## config.mk

```make
export PLATFORM = sky130hd
export DESIGN_NAME = bpred_table_sched
export DESIGN_NICKNAME = d
export VERILOG_FILES = /design/src/rtl/bpred_table_sched.sv
export SDC_FILE = /design/constraint.sdc
export NUM_CORES = 1
export LEC_CHECK = 0
export ABC_AREA = 0
export BUFFER_PORTS_ARGS = -buffer_cell sky130_fd_sc_hd__buf_2
export CORE_UTILIZATION = 54
export CTS_CLUSTER_DIAMETER = 40
export DETAILED_ROUTE_END_ITERATION = 10
export GPL_TIMING_DRIVEN = 0
export PLACE_DENSITY_LB_ADDON = 0.1
export SLEW_MARGIN = 20
export SYNTH_ARGS = -nofsm -noshare
export SYNTH_HDL_FRONTEND = slang
export SYNTH_SLANG_ARGS = --single-unit
```

## constraint.sdc

```tcl
create_clock -name clk -period 2.7 [get_ports clk]
set_input_delay 0.135 -clock clk [delete_from_list [all_inputs] [get_ports clk]]
set_output_delay 0.135 -clock clk [all_outputs]
set_load 0.05 [all_outputs]
```

## src/rtl/bpred_table_sched.sv

```systemverilog
// Branch predictor table of 2-bit counters behind one access port, shared by fetch lookups and a FIFO of resolved updates.
// Define BPRED_BYPASS_EN to let lookups see the youngest queued update for the same index.
module bpred_table_sched #(
    parameter int IDX_W = 4,
    parameter int DEPTH = 4
) (
    input  logic                     clk,
    input  logic                     rst,
    input  logic                     lk_req,
    input  logic [IDX_W-1:0]         lk_idx,
    output logic                     lk_ready,
    output logic                     lk_valid,
    output logic                     lk_pred,
    input  logic                     up_req,
    input  logic [IDX_W-1:0]         up_idx,
    input  logic                     up_taken,
    output logic                     up_ready,
    output logic [$clog2(DEPTH):0]   q_count
);

    localparam int ENTRIES = 1 << IDX_W;
    localparam int PTR_W   = $clog2(DEPTH);
    localparam int CNT_W   = PTR_W + 1;
    localparam logic [CNT_W-1:0] FULL_CNT = CNT_W'(DEPTH);
    localparam logic [CNT_W-1:0] HALF_CNT = CNT_W'(DEPTH / 2);

    typedef enum logic {
        LOOKUP_PRI,
        DRAIN_PRI
    } arb_state_t;

    arb_state_t       state, state_next;
    logic [1:0]       ctr [ENTRIES];
    logic [IDX_W-1:0] q_idx [DEPTH];
    logic             q_taken [DEPTH];
    logic [PTR_W-1:0] wr_ptr, rd_ptr;
    logic [CNT_W-1:0] count, count_next;
    logic             full, empty, push, pop, lk_accept, pred_sel;
    logic [IDX_W-1:0] hd_idx;
    logic             hd_taken;

    function automatic logic [1:0] sat_update(input logic [1:0] c, input logic taken);
        if (taken)
            return (c == 2'b11) ? c : c + 2'b01;
        else
            return (c == 2'b00) ? c : c - 2'b01;
    endfunction

    assign full     = (count == FULL_CNT);
    assign empty    = (count == '0);
    assign up_ready = !full;
    assign lk_ready = (state == LOOKUP_PRI);
    assign q_count  = count;
    assign push     = up_req && up_ready;
    assign lk_accept = lk_req && lk_ready;
    // The port goes to the queue whenever no lookup claims it; in DRAIN_PRI lookups are blocked.
    assign pop      = !empty && !lk_accept;
    assign hd_idx   = q_idx[rd_ptr];
    assign hd_taken = q_taken[rd_ptr];

    always_comb begin
        count_next = count;
        case ({push, pop})
            2'b10:   count_next = count + 1'b1;
            2'b01:   count_next = count - 1'b1;
            default: count_next = count;
        endcase
    end

    always_comb begin
        state_next = state;
        case (state)
            LOOKUP_PRI: if (count_next == FULL_CNT) state_next = DRAIN_PRI;
            DRAIN_PRI:  if (count_next <= HALF_CNT) state_next = LOOKUP_PRI;
            default:    state_next = LOOKUP_PRI;
        endcase
    end

`ifdef BPRED_BYPASS_EN
    logic             byp_hit, byp_val;
    logic [PTR_W-1:0] pos;

    // Scan oldest to youngest so the last match (the youngest) wins.
    always_comb begin
        byp_hit = 1'b0;
        byp_val = 1'b0;
        pos     = '0;
        for (int i = 0; i < DEPTH; i++) begin
            pos = rd_ptr + PTR_W'(i);
            if ((CNT_W'(i) < count) && (q_idx[pos] == lk_idx)) begin
                byp_hit = 1'b1;
                byp_val = q_taken[pos];
            end
        end
        pred_sel = byp_hit ? byp_val : ctr[lk_idx][1];
    end
`else
    assign pred_sel = ctr[lk_idx][1];
`endif

    always_ff @(posedge clk) begin
        if (rst) begin
            state    <= LOOKUP_PRI;
            count    <= '0;
            wr_ptr   <= '0;
            rd_ptr   <= '0;
            lk_valid <= 1'b0;
            lk_pred  <= 1'b0;
        end else begin
            state    <= state_next;
            count    <= count_next;
            lk_valid <= lk_accept;
            if (push) wr_ptr <= wr_ptr + 1'b1;
            if (pop)  rd_ptr <= rd_ptr + 1'b1;
            if (lk_accept) lk_pred <= pred_sel;
        end
    end

    // Queue payload carries no reset; occupancy alone decides what is live.
    always_ff @(posedge clk) begin
        if (push) begin
            q_idx[wr_ptr]   <= up_idx;
            q_taken[wr_ptr] <= up_taken;
        end
    end

    always_ff @(posedge clk) begin
        if (rst) begin
            for (int e = 0; e < ENTRIES; e++) ctr[e] <= 2'b01;
        end else if (pop) begin
            ctr[hd_idx] <= sat_update(ctr[hd_idx], hd_taken);
        end
    end

endmodule
```

==> results.toml <==
[sta]
setup_viol = 19
worst_pin_slew_ps = 515
drv_slew = 0
finalCritPeriodShare = 1.09
finalSetupTns_ps = -3580
hold_viol = 0
worst_slack_ps = -250
final.min_clock_period_ps = 2950
max_freq_ghz = 0.339
hold_ws_ps = 16.9
slew_headroom = 0.654
rsz0062_at_grt = "true"
skew_ps = 8.66

[global_route]
grt_usage = 0.242
grt_pass1_vias = 2073
grt_max_degree = 14
antenna_found_initial = 0
grt_first_pass_wirelength_mm = 10.9
overflow = 0

[worst_setup_path]
reg2regPathDepth = 9
cpMostUsedCell = "buf_6"
r2r_setup_slack_ps = -250
cpPeakStageDelay_ps = 640
cp-end-kind = "register"
cp-start-kind = "register"
worstSetupPathType = "reg2reg"
cp_max_fo = 10
required_ps = 2890
cp_cell_sequence = "mux4_2 -> buf_6 -> buf_6 -> mux2i_1 -> mux2_2 -> a22o_1 -> or4_4 -> clkbuf_16 -> a21oi_2"
timing.rr.end = "ctr[3][1]"
cp.arrival_ps = 3140
cp_slowest_cell = "or4_4"

[route]
viasPerCell = 5.78
vias = 2155
drtPass1Iterations = 4
drt_iter0_drc = 134
wl_per_cell_um = 18.6
antenna_left = 0
routed_wl_mm = 6.93
drc = 0

[cells_and_area]
layout-drive-gt1-share = 0.326
finalNetCount = 312
syn_to_final_growth_pct = 17.4
postLayoutCellArea_sq_um = 3860
n_antenna_cell = 0

[die]
chipHeight_um = 80.0
core_sq_um = 5890
rows = 28
start_util = 0.558
io_pins = 20
die_area_sq_um = 6400
fp.dieW_um = 80.0

[power_and_ir_drop]
p_per_area_nw_per_um2 = 1120
static-leakage-power_nw = 1.39
fin_total_pwr_mw = 4.32
ir_worst_vdd_uv = 631

[placement]
post-dp-hpwl_mm = 5.01
pre_cts_slack_ps = -455
port_buffers = 18
placed_area_sq_um = 3480
place.gp.congestion = 0.840

[synth]
ys_seq_elements = 64
yosys.area.top_type = "edfxtp_1"
synth_xor_area_frac = 0.0133
synthMuxAreaShare = 0.137
async_reset_ff_frac = 0
synth_compound_area_frac = 0.0948
yosysWarnings = 0
ys_types = 41
synth_area_leaders = "edfxtp_1 48%, mux4_2 7.5%, dfxtp_1 7.3%"
synth_common_cells = "52 x edfxtp_1, 20 x nor2_1, 18 x mux2i_1, 14 x nand2_1, 13 x nand2b_1"
synth_top_family_by_area = "simple AND/OR/NAND/NOR gates"
synth_simple_gate_area_frac = 0.139
synth_cells = 258
synth_edf_count = 52
syn-cell-area_sq_um = 3290
netlist.area_leader.share = 0.475
syn_area_per_cell_sq_um = 12.7
synth_adder_area_share = 0.0251
synth_nets = 277
synth_most_common_cell = "edfxtp_1"
synth_ff_type = "edfxtp_1"
yosysSeqAreaShare = 0.548

[cts]
clock_sinks = 64
clk_pin_slew_worst_paths_ps = 80
cts_hold_buf = 0
clkLatencyLatePin_ps = 340
cts_buffers = 9
clk_path_buf_depth = 2
ctsRootBufferMaster = "clkbuf_8"
htree_levels = 3
cts_tree = "built"

[min_path]
hp-start = "up_idx[1]"
whs_endpoint = "q_idx[1][1]"
hp-class = "in2reg"
holdPathStages = 1

[run]
maxCapViolations = 0

[run_status]
violations = "setup timing"
status = "complete, but fails checks"
## how the worst max path moves through the flow
stage	endpoint	slack (ps)	depth (start not counted)
6_report	ctr[3][1]	-250	9
5_1_grt	ctr[0][1]	-320	8
4_1_cts	ctr[8][1]	-290	9
3_5_place_dp	ctr[0][0]	-450	10
3_3_place_gp	ctr[11][0]	-510	10
2_1_floorplan	ctr[3][1]	-150	10
## state kept, by name (all words and copies together), names as in the netlist, named ones only
signal    count
q_count       3
state         1
q_taken       4
ctr          32
lk_pred       1
lk_valid      1
q_idx        16
rd_ptr        2
wr_ptr        2
## cells by family (layout without fill, tap and decap cells)
kind of cell / after synthesis / count (layout)
simple gates: 86 / 86
mux: 31 / 31
buf+inv: 23 / 63
xor+xnor: 5 / 5
flops: 64 / 64
fa+ha+maj: 6 / 6
compound gates: 43 / 43
## cell usage in the layout (no fill, tap or decap), types with 2 or more instances in the layout
cell	Yosys	routed
nand2b_1	13	13
mux2i_1	18	17
buf_6	4	6
mux2_2	2	2
nand3b_1	2	2
a21boi_2	2	6
nor2_1	20	19
nand2_1	14	13
or2_2	8	8
dfxtp_1	12	11
a21oi_1	2	2
a21oi_2	8	7
ha_1	5	5
inv_1	6	6
buf_2	3	19
xnor2_1	2	2
clkbuf_8	0	10
edfxtp_1	52	52
inv_6	0	3
buf_4	1	6
nor3_1	9	7
buf_12	1	2
and3_1	4	4
o21ai_0	9	8
mux4_2	11	11
nor2b_1	6	6
bufinv_16	0	2
or2_1	2	2
o22ai_1	5	5
nand3_1	2	2
o21bai_1	8	8
clkbuf_1	7	4
a22o_1	2	2
a21boi_1	6	2
xor2_1	3	3
nor3_2	0	2
## critical path, delay by kind of cell, from the launching register on
| kind | cells | cell delay [ps] |
|---|---|---|
| AOI/OAI and AO/OA | 2 | 330 |
| buffers and inverters | 3 | 510 |
| DFF | 1 | 380 |
| muxes | 3 | 950 |
| and+or+nand+nor | 1 | 640 |
## area by class of cell
cell class                 count  area [sq um]
clock inverter                 7           103
timing repair buffer          27           199
tap                           75          93.8
multi-input combinational    171          1400
fill                         464          2030
buffer                        13           110
inverter                       7          28.8
sequential                    64          1810
clock buffer                   9           124
## metrics by stage
step	instances	utilization
2_1_floorplan	258	-
3_3_place_gp	351	0.591
3_5_place_dp	351	0.591
4_1_cts	373	0.643
5_1_grt	373	0.656
6_report	373	0.656
## per-layer routing
layer  track usage  wire (um)  vias up
li1              -          -     1019
met1         0.345       3130     1080
met2         0.369       3320       50
met3        0.0560        406        6
met4        0.0696         70        0
met5             0          0        -
## power breakdown
group	total (mW)	leakage [nW]	internal (mW)	switching (mW)
Combinational	2.13	0.721	0.937	1.19
Sequential	1.26	0.557	1.18	0.0773
Clock	0.929	0.111	0.531	0.398
Total	4.32	1.39	2.65	1.67
## repair_timing
item	4_1_cts	5_1_grt
setup endpoints to repair	32	32
buffers inserted	8	0
cloned	0	1
resized for setup	7	17
pin swaps	5	14
Note: power is estimated with default switching activity, not from simulation.
